File: src/rtl/sonic_pkg.sv
// Shared types and constants for the sonic_ranger ultrasonic range finder.
package sonic_pkg;

   localparam int BCD_W = 4;
   localparam logic [BCD_W-1:0] BCD_BLANK = 4'd12;

   typedef enum logic [1:0] {
      IDLE,
      TRIG,
      WAIT_RISE,
      MEASURE
   } state_t;

endpackage

File: src/rtl/sonic_ranger_if.sv
// Sensor and result signals of sonic_ranger; master is the ranger, slave is the sensor/consumer side.
interface sonic_ranger_if;
   import sonic_pkg::*;

   logic             echo;
   logic             trigger;
   logic [9:0]       dist_cm;
   logic [BCD_W-1:0] num0;
   logic [BCD_W-1:0] num1;
   logic [BCD_W-1:0] num2;
   logic             near;
   logic             timeout;
   logic             valid;

   modport master (
      input  echo,
      output trigger, dist_cm, num0, num1, num2, near, timeout, valid
   );

   modport slave (
      output echo,
      input  trigger, dist_cm, num0, num1, num2, near, timeout, valid
   );

endinterface

File: src/rtl/sonic_bcd_cnt.sv
// Three-digit BCD incrementer with synchronous clear; holds at 999 and flags saturation.
module sonic_bcd_cnt
   import sonic_pkg::*;
(
   input  logic             clk,
   input  logic             rst_n,
   input  logic             clr_i,
   input  logic             inc_i,
   output logic [BCD_W-1:0] d0_o,
   output logic [BCD_W-1:0] d1_o,
   output logic [BCD_W-1:0] d2_o,
   output logic             sat_o
);

   logic [BCD_W-1:0] d0_q, d1_q, d2_q;
   logic [BCD_W-1:0] d0_d, d1_d, d2_d;

   assign sat_o = (d2_q == 4'd9) && (d1_q == 4'd9) && (d0_q == 4'd9);

   always_comb begin
      d0_d = d0_q;
      d1_d = d1_q;
      d2_d = d2_q;
      if (clr_i) begin
         d0_d = '0;
         d1_d = '0;
         d2_d = '0;
      end else if (inc_i && !sat_o) begin
         if (d0_q == 4'd9) begin
            d0_d = '0;
            if (d1_q == 4'd9) begin
               d1_d = '0;
               d2_d = d2_q + 1'b1;
            end else begin
               d1_d = d1_q + 1'b1;
            end
         end else begin
            d0_d = d0_q + 1'b1;
         end
      end
   end

   always_ff @(posedge clk or negedge rst_n) begin
      if (!rst_n) begin
         d0_q <= '0;
         d1_q <= '0;
         d2_q <= '0;
      end else begin
         d0_q <= d0_d;
         d1_q <= d1_d;
         d2_q <= d2_d;
      end
   end

   assign d0_o = d0_q;
   assign d1_o = d1_q;
   assign d2_o = d2_q;

endmodule

File: src/rtl/sonic_ranger.sv
// HC-SR04 style ranger: periodic trigger, echo timing to cm/BCD without a divider.
// Define SONIC_HYST_EN to give the near flag release hysteresis of HYST_CM.
module sonic_ranger
   import sonic_pkg::*;
#(
   parameter int CLK_HZ         = 50_000_000,
   parameter int TRIG_CYCLES    = 500,
   parameter int PERIOD_CYCLES  = 3_000_000,
   parameter int TIMEOUT_CYCLES = 1_500_000,
   parameter int CYCLES_PER_CM  = 2900,
   parameter int MAX_CM         = 400,
   parameter int NEAR_CM        = 40,
   parameter int HYST_CM        = 5
) (
   input  logic           clk,
   input  logic           rst_n,
   sonic_ranger_if.master bus
);

   localparam int FRAME_W = (PERIOD_CYCLES > 1) ? $clog2(PERIOD_CYCLES) : 1;
   localparam int CNT_MAX = (TIMEOUT_CYCLES > TRIG_CYCLES) ? TIMEOUT_CYCLES : TRIG_CYCLES;
   localparam int CNT_W   = $clog2(CNT_MAX + 1);
   localparam int PRE_W   = (CYCLES_PER_CM > 1) ? $clog2(CYCLES_PER_CM) : 1;
   localparam int DIST_W  = 10;

   localparam logic [FRAME_W-1:0] FRAME_LAST = FRAME_W'(PERIOD_CYCLES - 1);
   localparam logic [CNT_W-1:0]   TRIG_LAST  = CNT_W'(TRIG_CYCLES - 1);
   localparam logic [CNT_W-1:0]   TMO_LAST   = CNT_W'(TIMEOUT_CYCLES - 1);
   localparam logic [PRE_W-1:0]   PRE_LAST   = PRE_W'(CYCLES_PER_CM - 1);
   localparam logic [DIST_W-1:0]  MAX_LIM    = DIST_W'(MAX_CM);
   localparam logic [DIST_W-1:0]  NEAR_LIM   = DIST_W'(NEAR_CM);
`ifdef SONIC_HYST_EN
   localparam logic [DIST_W-1:0]  REL_LIM    = DIST_W'(NEAR_CM + HYST_CM);
`endif

   if (CLK_HZ < 1 || HYST_CM < 0 || CYCLES_PER_CM < 2) begin : g_cfg_chk
      $error("sonic_ranger: invalid parameter set");
   end

   state_t              state_q, state_d;
   logic [FRAME_W-1:0]  frame_q, frame_d;
   logic [CNT_W-1:0]    cnt_q, cnt_d;
   logic [PRE_W-1:0]    pre_q, pre_d;
   logic [DIST_W-1:0]   dist_q, dist_d;
   logic [DIST_W-1:0]   dist_cm_q, dist_cm_d;
   logic [BCD_W-1:0]    num0_q, num0_d, num1_q, num1_d, num2_q, num2_d;
   logic                near_q, near_d, timeout_q, timeout_d, valid_q, valid_d;
   logic                echo_meta_q, echo_s_q, echo_prev_q;
   logic                rise, fall, count_en, res_timeout, res_latch;
   logic                bcd_clr, bcd_inc, bcd_sat;
   logic [BCD_W-1:0]    bcd0, bcd1, bcd2;

   // Echo is asynchronous: two-flop synchroniser plus one flop for edge detection
   always_ff @(posedge clk or negedge rst_n) begin
      if (!rst_n) begin
         echo_meta_q <= 1'b0;
         echo_s_q    <= 1'b0;
         echo_prev_q <= 1'b0;
      end else begin
         echo_meta_q <= bus.echo;
         echo_s_q    <= echo_meta_q;
         echo_prev_q <= echo_s_q;
      end
   end

   assign rise = echo_s_q & ~echo_prev_q;
   assign fall = ~echo_s_q & echo_prev_q;

   sonic_bcd_cnt u_bcd (
      .clk   (clk),
      .rst_n (rst_n),
      .clr_i (bcd_clr),
      .inc_i (bcd_inc),
      .d0_o  (bcd0),
      .d1_o  (bcd1),
      .d2_o  (bcd2),
      .sat_o (bcd_sat)
   );

   always_comb begin
      state_d     = state_q;
      frame_d     = (frame_q == FRAME_LAST) ? '0 : frame_q + 1'b1;
      cnt_d       = cnt_q;
      pre_d       = pre_q;
      dist_d      = dist_q;
      dist_cm_d   = dist_cm_q;
      num0_d      = num0_q;
      num1_d      = num1_q;
      num2_d      = num2_q;
      near_d      = near_q;
      timeout_d   = timeout_q;
      valid_d     = 1'b0;
      bcd_clr     = 1'b0;
      bcd_inc     = 1'b0;
      count_en    = 1'b0;
      res_timeout = 1'b0;
      res_latch   = 1'b0;

      // Frame wrap outside IDLE aborts the measurement and restarts the trigger at once
      if (state_q != IDLE && frame_q == '0) begin
         res_timeout = 1'b1;
         state_d     = TRIG;
      end else begin
         case (state_q)
            IDLE: begin
               if (frame_q == '0) state_d = TRIG;
            end
            TRIG: begin
               if (cnt_q == TRIG_LAST) begin
                  state_d = WAIT_RISE;
                  cnt_d   = '0;
               end else begin
                  cnt_d = cnt_q + 1'b1;
               end
            end
            WAIT_RISE: begin
               if (rise) begin
                  state_d  = MEASURE;
                  cnt_d    = CNT_W'(1);
                  count_en = 1'b1;
               end else if (cnt_q == TMO_LAST) begin
                  res_timeout = 1'b1;
                  state_d     = IDLE;
               end else begin
                  cnt_d = cnt_q + 1'b1;
               end
            end
            MEASURE: begin
               if (fall) begin
                  res_latch = 1'b1;
                  state_d   = IDLE;
               end else if (cnt_q == TMO_LAST) begin
                  res_timeout = 1'b1;
                  state_d     = IDLE;
               end else begin
                  cnt_d    = cnt_q + 1'b1;
                  count_en = 1'b1;
               end
            end
            default: state_d = IDLE;
         endcase
      end

      // The rising-echo cycle is counted too, so the counted width equals the echo width
      if (count_en) begin
         if (pre_q == PRE_LAST) begin
            pre_d = '0;
            if (!bcd_sat) begin
               bcd_inc = 1'b1;
               dist_d  = dist_q + 1'b1;
            end
         end else begin
            pre_d = pre_q + 1'b1;
         end
      end

      if (state_d == TRIG && state_q != TRIG) begin
         cnt_d   = '0;
         pre_d   = '0;
         dist_d  = '0;
         bcd_clr = 1'b1;
      end

      if (res_timeout) begin
         valid_d   = 1'b1;
         timeout_d = 1'b1;
         near_d    = 1'b0;
         num0_d    = BCD_BLANK;
         num1_d    = BCD_BLANK;
         num2_d    = BCD_BLANK;
      end else if (res_latch) begin
         valid_d   = 1'b1;
         timeout_d = 1'b0;
         dist_cm_d = dist_q;
         if (dist_q > MAX_LIM) begin
            near_d = 1'b0;
            num0_d = BCD_BLANK;
            num1_d = BCD_BLANK;
            num2_d = BCD_BLANK;
         end else begin
            num0_d = bcd0;
            num1_d = bcd1;
            num2_d = bcd2;
`ifdef SONIC_HYST_EN
            if (dist_q < NEAR_LIM) near_d = 1'b1;
            else if (dist_q >= REL_LIM) near_d = 1'b0;
`else
            near_d = (dist_q < NEAR_LIM);
`endif
         end
      end
   end

   always_ff @(posedge clk or negedge rst_n) begin
      if (!rst_n) begin
         state_q   <= IDLE;
         frame_q   <= '0;
         cnt_q     <= '0;
         pre_q     <= '0;
         dist_q    <= '0;
         dist_cm_q <= '0;
         num0_q    <= BCD_BLANK;
         num1_q    <= BCD_BLANK;
         num2_q    <= BCD_BLANK;
         near_q    <= 1'b0;
         timeout_q <= 1'b0;
         valid_q   <= 1'b0;
      end else begin
         state_q   <= state_d;
         frame_q   <= frame_d;
         cnt_q     <= cnt_d;
         pre_q     <= pre_d;
         dist_q    <= dist_d;
         dist_cm_q <= dist_cm_d;
         num0_q    <= num0_d;
         num1_q    <= num1_d;
         num2_q    <= num2_d;
         near_q    <= near_d;
         timeout_q <= timeout_d;
         valid_q   <= valid_d;
      end
   end

   assign bus.trigger = (state_q == TRIG);
   assign bus.dist_cm = dist_cm_q;
   assign bus.num0    = num0_q;
   assign bus.num1    = num1_q;
   assign bus.num2    = num2_q;
   assign bus.near    = near_q;
   assign bus.timeout = timeout_q;
   assign bus.valid   = valid_q;

endmodule

File: src/flat_wrapper.sv
// flat-port wrapper written by rule: the top's interface ports become plain ports
module sonic_ranger_flat import sonic_pkg::*;
#(
   parameter int CLK_HZ         = 50_000_000,
   parameter int TRIG_CYCLES    = 500,
   parameter int PERIOD_CYCLES  = 3_000_000,
   parameter int TIMEOUT_CYCLES = 1_500_000,
   parameter int CYCLES_PER_CM  = 2900,
   parameter int MAX_CM         = 400,
   parameter int NEAR_CM        = 40,
   parameter int HYST_CM        = 5
)
  (clk, rst_n, bus_echo, bus_trigger, bus_dist_cm, bus_num0, bus_num1, bus_num2, bus_near, bus_timeout, bus_valid);
  sonic_ranger_if bus_i ();
  input  logic clk;
  input  logic rst_n;
  input wire logic [$bits(bus_i.echo)-1:0] bus_echo;
  output wire logic [$bits(bus_i.trigger)-1:0] bus_trigger;
  output wire logic [$bits(bus_i.dist_cm)-1:0] bus_dist_cm;
  output wire logic [$bits(bus_i.num0)-1:0] bus_num0;
  output wire logic [$bits(bus_i.num1)-1:0] bus_num1;
  output wire logic [$bits(bus_i.num2)-1:0] bus_num2;
  output wire logic [$bits(bus_i.near)-1:0] bus_near;
  output wire logic [$bits(bus_i.timeout)-1:0] bus_timeout;
  output wire logic [$bits(bus_i.valid)-1:0] bus_valid;
  assign bus_i.echo = bus_echo;
  assign bus_trigger = bus_i.trigger;
  assign bus_dist_cm = bus_i.dist_cm;
  assign bus_num0 = bus_i.num0;
  assign bus_num1 = bus_i.num1;
  assign bus_num2 = bus_i.num2;
  assign bus_near = bus_i.near;
  assign bus_timeout = bus_i.timeout;
  assign bus_valid = bus_i.valid;
  sonic_ranger #(.CLK_HZ(CLK_HZ), .TRIG_CYCLES(TRIG_CYCLES), .PERIOD_CYCLES(PERIOD_CYCLES), .TIMEOUT_CYCLES(TIMEOUT_CYCLES), .CYCLES_PER_CM(CYCLES_PER_CM), .MAX_CM(MAX_CM), .NEAR_CM(NEAR_CM), .HYST_CM(HYST_CM)) u_core (.clk(clk), .rst_n(rst_n), .bus(bus_i));
endmodule
File: config.mk
export PLATFORM = sky130hd
export DESIGN_NAME = sonic_ranger_flat
export DESIGN_NICKNAME = d
export VERILOG_FILES = /design/src/rtl/sonic_pkg.sv /design/src/rtl/sonic_ranger_if.sv /design/src/rtl/sonic_bcd_cnt.sv /design/src/rtl/sonic_ranger.sv /design/src/flat_wrapper.sv
export SDC_FILE = /design/constraint.sdc
export NUM_CORES = 1
export LEC_CHECK = 0
export ABC_AREA = 0
export BUFFER_PORTS_ARGS = -buffer_cell sky130_fd_sc_hd__buf_2
export CORE_MARGIN = 1
export CORE_UTILIZATION = 30
export CTS_CLUSTER_DIAMETER = 120
export DETAILED_ROUTE_END_ITERATION = 12
export MAX_ROUTING_LAYER = met4
export SLEW_MARGIN = 20
export SYNTH_ARGS = -nofsm -noshare
export SYNTH_HDL_FRONTEND = slang
export SYNTH_SLANG_ARGS = --single-unit
export TNS_END_PERCENT = 1
File: constraint.sdc
create_clock -name clk -period 4.2 [get_ports clk]
set_clock_uncertainty 0.05 [all_clocks]
set_input_delay 0.63 -clock clk [delete_from_list [all_inputs] [get_ports clk]]
set_output_delay 0.63 -clock clk [all_outputs]
set_load 0.01 [all_outputs]
==> metrics list, run 1 <==
- Classification of the worst setup path: register to register
- Distinct cells, synth: 57
- The Yosys step of the flow raised 0 warnings.
- Buffers inserted during clock tree synthesis total 9.
* Floorplan row count: just under 50
- H-tree depth reported by CTS: 3
- The total area inside the core boundary comes to ~18000 um2.
- Nets: about 630
- Counting flops with a built-in enable in the synthesized netlist gives 0.
- Run status: finished, final reports clean
- Detailed placement ended at an HPWL of 8.61 mm.
- Global Route Usage Sum: 14.3%
* Crit path arrival time: approximately 3.2 ns
- Pin count of the biggest net entering global routing: 65
* CP Max Fanout: 18
* CTS tree: done
- For the worst setup path, the data required time is between 4 and 5 ns.
- Via-per-instance ratio: approximately 5.2
- Global routing consumed, on the met3 layer, between 3 and 4% of the routing resources.
* Final worst hold slack: around 0.30 ns
- Async set-or-reset flop fraction in the synthesized netlist: 100%
- Horizontal extent of the die: 138 um
- Worst min-delay path class: input port to async pin
- Clk Tree Root Cell: clkbuf_16
* Highest Clock Rate: ~340 MHz
- Die ar.: 19000 um2
- At the end of routability-driven placement, the weighted congestion stood at around 0.86.
- For met2 alone, demand over resource in global routing was between 20% and 30%.
- In this run the count of I/O pins placed on the die edge is 29.
* Total wire length after detailed routing: ~12 mm
- In this run the remaining antenna-violating nets after routing total 0.
- Antenna cells: 0
- Global-route wire length before repair: 20.6 mm
- Worst VDD drop: between 0.2 and 0.25 mV
- RSZ-0062 raised after global routing: false
- Post-synthesis register bit count: 107
- The initial utilization of the core area, before any placement, comes to just over 30%.
- For the worst flop-to-flop path, the logic depth is 7.
- Cells fill approximately a third of the core in the end.
- Summing over every cut layer, the via total after detailed routing is between 4000 and 5000.
- Clock-pin slew was measured on the worst setup and hold paths at 0.08 ns.
* Placed insts: just over 800
- Measured along the y axis, the die boundary spans around 140 um.
- DRC errors left: 0
- Post-Synthesis Net Count: 598
- Max-cap violations in this run came to 0.
- Once placement finished, the instance area stood at 5970 um2.
- Max Slew Vio Count: 0
- Design area: 6270 um2
- Met1 Use GR: about a fifth
* Critical path capture point type: register
* Synthesis-to-finish area growth: 13.3%
* Post-cts resize count: 0
- Deepest clock path buffer count: 2
- Vias in the first global route: between 4000 and 5000
- Number of buffers added for setup after CTS: 0
- Setup violations remaining at the end of the flow were counted as 0.
- For this design the ratio of total power to cell area is ~310 nW/um2.
- The first detailed-routing pass took 5 iterations.
- Main synth FF type: dfrtp_1
- Number of buffers added on ports: 28
* Average cell area after synthesis: about 9.5 um2
* Filler cells: 1895
- The synthesized netlist occupies a cell area of about 5500 um2.
- The tree built by TritonCTS fans out to about 110 sinks.
- Antenna violations before repair: 0
- Slew at the pin closest to its max-slew limit: about 0.8 ns
- After detailed routing, the average wire length per cell comes to 14.4 um.
* Post-Layout Cell Count: about 850
* Final Hold Vio Count: 0
* Fin crit share: ~70%
- Sequential fraction of the synthesis area: approximately half
- Element type at the critical path start: register
- Fin crit period: slightly below 3 ns
* Hold buffers post-CTS: 0
- Summed over all cells, the static leakage comes to between 2 and 3 nW.
- Summed over all layers, the global routing overflow is 0.
* Rel. slew slack: between 40% and 50%
- Fraction of layout instances using a drive strength above 1: between 10% and 20%
* DR iter-0 viols: about 250
- Highest-utilization routing layer at the global route stage: met2
- Clock latency on the worst-skew pair, taken at its later pin, is roughly 0.36 ns.
- Total negative setup slack: 0 ns
- The cell count after synthesis came out at a little under 600.
## per-layer routing
layer  up-vias  share of wire [%]
met1      2169                 50
met4         0               0.98
met2        66                 46
met5         -                  0
met3         7                3.2
li1       2187                  -
## sequential cells by signal (all words and copies together), names as in the netlist
name / flops
u_core.cnt_q: 21
u_core.echo_meta_q: 1
u_core.u_bcd.d0_o: 4
u_core.bus.dist_cm: 10
u_core.echo_prev_q: 1
u_core.bus.near: 1
u_core.bus.num0: 4
u_core.u_bcd.d1_o: 4
u_core.frame_q: 22
u_core.bus.timeout: 1
u_core.state_q: 2
u_core.dist_q: 10
u_core.bus.num2: 4
u_core.pre_q: 12
u_core.echo_s_q: 1
u_core.bus.valid: 1
u_core.bus.num1: 4
u_core.u_bcd.d2_o: 4
## critical path, stage by stage, from the launching register on
cell and delay [ns]:
dfrtp_1 0.37, ha_1 0.20, or4b_1 0.44, or4_4 0.57, nor3_4 0.21, nand4_4 0.27
or4_1 0.57, a21oi_1 0.16
## synthesized netlist by cell type, drive strengths merged, types with 2 or more instances
cell      n  area, um2
nand3    45        225
o22ai     3       18.8
and2      5       31.3
nor2     44        168
xnor2    10       87.6
a22o      5       43.8
a21oi    39        195
nand4    17        121
nand3b    3       22.5
dfrtp   101       2530
buf       2       10.0
ha       11        138
nand2b    4       25.0
xor2     17        149
and3     16        100
nand2    45        169
mux2     11        124
o211ai    4       35.0
inv      27        101
a21o      4       30.0
o21a      3       22.5
mux2i     4       40.0
nor3     15       96.4
a31oi     6       37.5
a211oi    2       15.0
or3      23        144
o31ai     4       30.0
o22a      6       52.6
o21ai    38        190
a311oi    2       17.5
a22oi     2       15.0
clkbuf   16       60.1
and3b     2       17.5
or4      11       86.3
or2       4       25.0
nor4     11       68.8
nor2b     3       18.8
dfstp     6        158
or4b      2       20.0
## cell type report
type	instances	area [um2]	share of cell area (%)
multi-input cells	432	2690	42.9
clock buffers	9	225	3.59
repair buffers	36	203	3.23
well taps	229	287	4.57
flip-flops and latches	107	2690	42.8
inverters	27	101	1.62
clock inverters	7	81.3	1.30
## cells in the final DEF (no fill, tap or decap), types with 11 or more instances in the layout
master	n
ha_1	11
nand2_1	45
inv_1	27
a21oi_1	39
and3_1	16
dfrtp_1	101
xor2_1	17
nor2_1	43
or3_1	23
nand4_1	16
mux2_2	11
buf_2	27
o21ai_0	35
nand3_1	45
nor3_1	12
## final timing paths
check	from	end	slack, ns
max	u_core.pre_q[1]	u_core.dist_q[7]	1.28
min	rst_n	u_core.bus.valid	0.30
max reg2reg	u_core.pre_q[1]	u_core.dist_q[7]	1.28
min reg2reg	u_core.echo_meta_q	u_core.echo_s_q	0.30
max in group asynchronous	rst_n	u_core.cnt_q[5]	2.95
min in group clk	u_core.echo_meta_q	u_core.echo_s_q	0.30
## cell families (layout without fill, tap and decap cells)
group / Yosys count / count (layout) / share of synthesized area, %
xor+xnor: 27 / 27 / 4.27
buf+inv: 45 / 79 / 3.10
compound gates: 123 / 123 / 13.5
fa+ha+maj: 11 / 11 / 2.49
flops: 107 / 107 / 48.5
mux: 15 / 15 / 2.96
simple gates: 256 / 256 / 25.2
## through the flow
| stage | total power, mW | setup slack, ns |
|---|---|---|
| after detailed placement | 1.08 | 1.28 |
| after global placement | 1.08 | 1.33 |
| after global routing | 2.02 | 1.11 |
| after CTS | 1.98 | 1.27 |
| final | 1.94 | 1.28 |
| after floorplan | 1.06 | 1.60 |
## power by group
group	leakage (nW)	total, mW	switching, mW	internal (mW)
logic	1.25	0.0260	0.0224	0.00357
clock network	0.153	0.877	0.404	0.473
registers	1.44	1.03	0.00118	1.03
Power figures use the tool's default switching activity.
==> run 2: changes to the inputs <==
==> constraint.sdc (replaced) <==
create_clock -name clk -period 2.8 [get_ports clk]
set_clock_uncertainty 0.05 [all_clocks]
set_input_delay 0.42 -clock clk [delete_from_list [all_inputs] [get_ports clk]]
set_output_delay 0.42 -clock clk [all_outputs]
set_load 0.01 [all_outputs]
==> run 2 against run 1 <==
- power up 43%
- cell count increased by 5.4%
- non-clock buffer count grew 45
- critical path depth increased by 1
- largest power group unchanged
- via count grew 3.9%
- hold slack worse by 0.17 ns
- count of clock-buffer cells in the layout rose by 1
- sequential cell count is the same
- sequential power is 50% higher
- die area stayed put
==> metrics list, run 2 (synthesis gave the netlist of run 1 again) <==
- The cell sitting at the root of the clock tree is a clkbuf_16.
- The initial antenna violation count came to 0.
- Cell Int Power: between 2 and 2.5 mW
- Number of buffers added on ports: 28
* Antenna cells: 0
- Number of vias in the routed layout: approximately 4600
- CP Max Fanout: 5
- The worst setup path is captured at a register.
- In this run the most critical hold path is launched from bus_echo.
- In this run the deepest clock path goes through 2 buffers.
- The library cell used most frequently in the layout, excluding fill and tap cells, is dfrtp_1.
- Summing all placed instances gives a cell area of 6260 um2.
* Largest reg by FF count: u_core.frame_q
* Global-route wire length before repair: 21.8 mm
- RSZ-0062 raised after global routing: true
- CP max stage delay: 0.46 ns
- Across the run, the number of max-cap violations was 0.
- The first routing iteration left ~320 violations.
- For this design the static power due to leakage is 3.06 nW.
- Fin crit share: between 90% and 100%
- 29 I/O pins were placed.
- Horizontal extent of the die: between 100 and 150 um
* Top cell family by delay on the critical path: simple AND/OR/NAND/NOR gates
- Dividing the detail-routed wire length by the instance count gives 14.5 um.
- Final count of negative-setup-slack endpoints: 0
- For the worst-skew pair, the clock arrives at the later sink with an insertion delay of between 0.3 and 0.4 ns.
- CTS tree: done
- In this run the power spent charging and discharging nets is 612 uW.
- For this block, the routed nets add up to approximately 13 mm of wire.
- Once the floorplan was initialized, standard cells occupied between 30% and 40% of the core.
- In this run the tightest slew margin relative to its limit is a little under three fifths.
- Max FFs per register: 22
- In the routed layout, each cell is associated on average with a via count of a little over 5.
- Nets: roughly 670
* Count of clock tree sinks: around 110
- The number of clock buffers added by TritonCTS is 9.
- Required time of the critical path: 3.04 ns
* Die ar.: between 15000 and 20000 um2
- Worst VDD drop: between 0.2 and 0.3 mV
- After floorplanning, the core was sized to cover approximately 18000 um2.
- The slowest stage of the critical path is the or4_4 cell.
- Fin crit period: approximately 2.8 ns
* Total negative setup slack: 0 ns
- Combinational cells account for 1.5% of the total power.
- DRC errors left: 0
- The run finished with clean final reports.
- Worst min-delay path class: input port to register
* H-tree depth reported by CTS: 3
* Largest regs: u_core.frame_q: 22 flops, u_core.cnt_q: 21 flops, u_core.pre_q: 12 flops
- Drt first pass iters: 5
- Leaving out fill and tap cells, the most frequent cells in the layout are 101 x dfrtp_1, 50 x buf_4, 45 x nand3_1, 45 x nand2_1, 43 x nor2_1.
- Design area: about 6700 um2
- Register share of total power: between 50% and 60%
* Synthesis-to-finish area growth: 20.4%
- Launching point of the worst reg2reg path: u_core.pre_q[1]
- Die Height: roughly 140 um
* Fraction of power spent switching nets: about 22%
- The setup path with the least slack is of type register to register.
- List of cells traversed by the critical path: ha_2, or4b_1, or4_4, nor3_4, nand4_1, buf_4, or3_4, a21oi_2
* Fraction of layout instances using a drive strength above 1: ~21%
* Clk network pwr share: between 40% and 50%
* Pin count of the biggest net entering global routing: 74
- The completed layout was analyzed and its total power is between 2 and 3 mW.
* Global route total overflow: 0
- Detailed placement HPWL: between 9 and 10 mm
- The number of hold violations in the final report is 0.
- Floorplan row count: around 50
- Cell Pwr Density: approximately 420 nW/um2
- Crit path arrival time: 3.03 ns
- The via count of the first global-routing pass is around 4300.
- Clock slew at reported path FFs: ~0.070 ns
* Number of nets with antenna violations after detailed routing: 0
- Max Slew Vio Count: 0
* Slew at the pin closest to its max-slew limit: ~0.65 ns
- Launching element of the worst setup path: u_core.pre_q[1]
- Sum of buffers and inverters on the critical path: 1
- Static timing analysis puts the maximum clock frequency at 360 MHz.
- The congestion estimate from routability-driven global placement came to 0.844.
- Global Route Usage Sum: around 15%
- Element type at the critical path start: register
-- run 2: stage by stage --
step / utilization [%] / setup WS, ns / instances / hold slack [ns]
finish: 37.0 / 0.0188 / 893 / 0.127
global route: 37.0 / -0.0856 / 893 / 0.103
CTS: 36.3 / -0.0000941 / 885 / 0.105
detailed placement: 34.7 / -0.0301 / 868 / 0.294
global placement: 34.7 / 0.0386 / 868 / 0.301
floorplan: - / 0.197 / 584 / 0.0744
-- run 2: worst paths after layout --
path | depth (start not counted) | end | slack [ns]
max | 8 | u_core.u_bcd.d1_o[0] | 0.02
min | 1 | u_core.echo_meta_q | 0.13
max reg2reg | 8 | u_core.u_bcd.d1_o[0] | 0.02
min reg2reg | 0 | u_core.echo_s_q | 0.32
max in group asynchronous | 3 | u_core.cnt_q[17] | 1.42
min in group asynchronous | 2 | u_core.u_bcd.d1_o[0] | 0.52
-- run 2: layout make-up --
type | instances | area [um2]
Sequential cell | 107 | 2690
Multi-Input combinational cell | 433 | 2760
Fill cell | 1845 | 11400
Timing Repair Buffer | 81 | 563
Inverter | 27 | 101
Tap cell | 229 | 287
Clock inverter | 6 | 40.0
Clock buffer | 10 | 229
-- run 2: repair_timing --
item                                    in CTS  in global routing
setup buffers                                0                  7
gates resized for setup                      1                 13
endpoints found under the setup margin       2                 16
hold buffers                                 1                  0
pin swaps                                    1                 14
cloned                                       0                  1
endpoints found under the hold margin       31                  0
-- run 2: metal layers --
layer  GRT usage, %  vias to the layer above  part of all wire (%)
met5              -                        -                     0
met4           5.01                        0                   1.5
met3           2.89                       16                   3.1
met2           22.4                       75                    47
met1           20.3                     2224                    48
li1               -                     2288                     -
-- run 2: power groups by stage --
| stage | sequential (mW) | clock [mW] | combinational (mW) |
|---|---|---|---|
| 6_report | 1.55 | 1.18 | 0.0418 |
| 5_1_grt | 1.55 | 1.30 | 0.0490 |
| 4_1_cts | 1.55 | 1.23 | 0.0448 |
| 3_5_place_dp | 1.58 | 0 | 0.0435 |
| 3_3_place_gp | 1.58 | 0 | 0.0438 |
| 2_1_floorplan | 1.58 | 0 | 0.00503 |
==> run 3: changes to the inputs <==
==> constraint.sdc (replaced) <==
create_clock -name clk -period 2.8 [get_ports clk]
set_clock_uncertainty 0.05 [all_clocks]
set_input_delay 0.28 -clock clk [delete_from_list [all_inputs] [get_ports clk]]
set_output_delay 0.28 -clock clk [all_outputs]
set_load 0.01 [all_outputs]
==> run 3 against run 2 <==
- power increased by 4.6%
- core utilization decreased by 0.26 points
- global-route usage increased by 0.074 points
- cell count decreased by 0.67%
- count of clock-buffer cells in the layout unchanged
- final area decreased by 0.69%
- sequential share of layout area increased by 0.28 points
- maximum frequency increased by 3.9%
- wire length decreased by 1.6%
- critical endpoint is now u_core.u_bcd.d1_o[2]
- hold slack improved by 0.19 ns
- sequential cell count unchanged
==> metrics list, run 3 (synthesis gave the netlist of run 1 again) <==
- The run finished with clean final reports.
* Antenna cells: 0
* Drt first pass iters: 4
- Of the cells placed in the final design, the portion with a size suffix greater than 1 is a little under a fifth.
- Timing would allow up to 373 MHz.
- The largest registers in the layout are u_core.frame_q: 22 flops, u_core.cnt_q: 21 flops, u_core.pre_q: 12 flops.
* Most common cell after layout, fill and taps aside: dfrtp_1
- Of the available clock period, the critical path in the final layout requires between 90% and 100%.
- Slew at the pin closest to its max-slew limit: 0.635 ns
- Critical path capture point type: register
- CP max stage delay: ~0.47 ns
* Nets: around 670
- Via-per-instance ratio: between 5 and 6
* Synthesis-to-finish area growth: 19.5%
- Number of nets with antenna violations after detailed routing: 0
- Worst VDD drop: ~0.27 mV
- Max FFs per register: 22
- At the worst endpoint, the arrival time is 2.92 ns.
* Area after detailed placement: 6260 um2
* Clk Tree Root Cell: clkbuf_16
- The first global-routing pass estimated between 20 and 25 mm of wire.
* Global Route Usage Sum: between 10% and 20%
- Total negative setup slack: 0 ns
- Max-cap violations in this run came to 0.
- Entering global routing, the biggest net connects 69 pins.
- The number of hold violations in the final report came to 0.
- Deepest clock path buffer count: 2
- Total power for the finished layout comes to just under 3 mW.
- Headroom to the max-slew limit came out at between 50% and 60%.
- Final count of negative-setup-slack endpoints: 0
* Placer congestion estimate: 0.844
* Vias in the first global route: about 4300
- The register with the most flip-flops in the final layout is u_core.frame_q.
* Floorplan row count: 49
- Clock-pin slew was measured on the worst setup and hold paths at 0.07 ns.
* Count of clock tree sinks: ~110
- On the critical path, the stage with the largest delay is an instance of or4_1.
- Summed over all layers, the global routing overflow is 0.
- H-tree depth reported by CTS: 3
- Initial cell density of the core: 30.7%
* Leakage Power: around 3.0 nW
- DR iter-0 viols: between 200 and 300
* Die ar.: 19000 um2
- The initial antenna violation count came to 0.
- RSZ-0062 raised after global routing: true
* List of cells traversed by the critical path: ha_2, or4b_1, or4_4, nor3_4, nand4_1, or4_1, a21oi_1
- Core region area: 18000 um2
- In this run the count of I/O pins placed on the die edge is 29.
- TritonCTS built the clock tree.
- Routed WL per cell: about 14 um
* Horizontal extent of the die: 138 um
- Sum of buffers and inverters on the critical path: 0
- Element type at the critical path start: register
- DRC errors left: 0
- The min-delay analysis places its worst path in the category register to register.
- For the worst setup path, the data required time is 3.04 ns.
* Top cell family by delay on the critical path: simple AND/OR/NAND/NOR gates
- Number of buffers added on ports: 28
- Die Height: about 140 um
- Max Slew Vio Count: 0
* Utilization of the core after routing: between 30% and 40%
- Classification of the worst setup path: register to register
- Of all nets on the critical path, the largest fanout is 8.
- Total wire length after detailed routing: between 10 and 15 mm
- Number of vias in the routed layout: 4506
* Design area: roughly 6600 um2
- Number of clock buffers inserted by TritonCTS: 9
- Detailed placement HPWL: around 9 mm
* Fin crit period: 2.68 ns
- For this design the ratio of total power to cell area is ~440 nW/um2.
* Worst-Skew Late Latency: roughly 0.36 ns
* Most frequent cells in the layout: 101 x dfrtp_1, 45 x nand3_1, 45 x nand2_1, 45 x buf_4, 43 x nor2_1
-- run 3: cell types whose count changed in the layout (fill, tap and decap cells not counted), moves of 2 or more --
cell,before,now
clkinv_2,3,1
or3_4,4,0
buf_4,50,45
a21oi_1,35,39
or3_1,19,23
a21oi_2,4,0
-- run 3: layout make-up --
| type | count | area (um2) |
|---|---|---|
| Inverter | 27 | 101 |
| Clock inverter | 6 | 72.6 |
| Timing Repair Buffer | 76 | 524 |
| Tap cell | 229 | 287 |
| Fill cell | 1818 | 11400 |
| Clock buffer | 10 | 229 |
| Multi-Input combinational cell | 432 | 2720 |
| Sequential cell | 107 | 2690 |
-- run 3: power by group --
| part | switching, mW | total (mW) | internal (mW) |
|---|---|---|---|
| logic | 0.0347 | 0.0429 | 0.00828 |
| clock network | 0.600 | 1.31 | 0.707 |
| registers | 0.00183 | 1.55 | 1.55 |
| total | 0.637 | 2.90 | 2.26 |
-- run 3: worst paths after layout --
kind / startpoint / to / slack, ns / depth (start not counted)
max: u_core.pre_q[0] / u_core.u_bcd.d1_o[2] / 0.12 / 7
min: u_core.echo_meta_q / u_core.echo_s_q / 0.32 / 0
max reg2reg: u_core.pre_q[0] / u_core.u_bcd.d1_o[2] / 0.12 / 7
min reg2reg: u_core.echo_meta_q / u_core.echo_s_q / 0.32 / 0
max in group asynchronous: rst_n / u_core.echo_s_q / 1.54 / 3
min in group asynchronous: rst_n / u_core.u_bcd.d2_o[2] / 0.40 / 2
-- run 3: per-stage QoR --
| stage | worst slack [ns] | hold WS [ns] | instances |
|---|---|---|---|
| 2_1_floorplan | 0.197 | -0.0656 | 584 |
| 3_3_place_gp | 0.0376 | 0.257 | 868 |
| 3_5_place_dp | -0.0146 | 0.254 | 868 |
| 4_1_cts | 0.0287 | 0.315 | 886 |
| 5_1_grt | -0.0102 | 0.329 | 887 |
| 6_report | 0.122 | 0.320 | 887 |
-- run 3: routing by layer --
metal	vias to the layer above	part of all wire, %	GRT usage (%)
li1	2265	-	-
met1	2173	50	20.1
met2	57	46	22.4
met3	11	2.4	2.56
met4	0	1.5	6.40
met5	-	0	-
-- run 3: timing repair --
item / 4_1_cts / 5_1_grt
gates resized for setup: 1 / 5
pin swaps: 0 / 6
hold buffers: 2 / 0
buffers inserted: 0 / 1
setup endpoints to repair: 1 / 25
hold endpoints to repair: 36 / 0
-- run 3: worst reg2reg max path, cell delays in order, from the launching register on --
cell and delay [ns]:
dfrtp_1 0.38, ha_2 0.20, or4b_1 0.44, or4_4 0.45, nor3_4 0.20, nand4_1 0.27
or4_1 0.47, a21oi_1 0.15
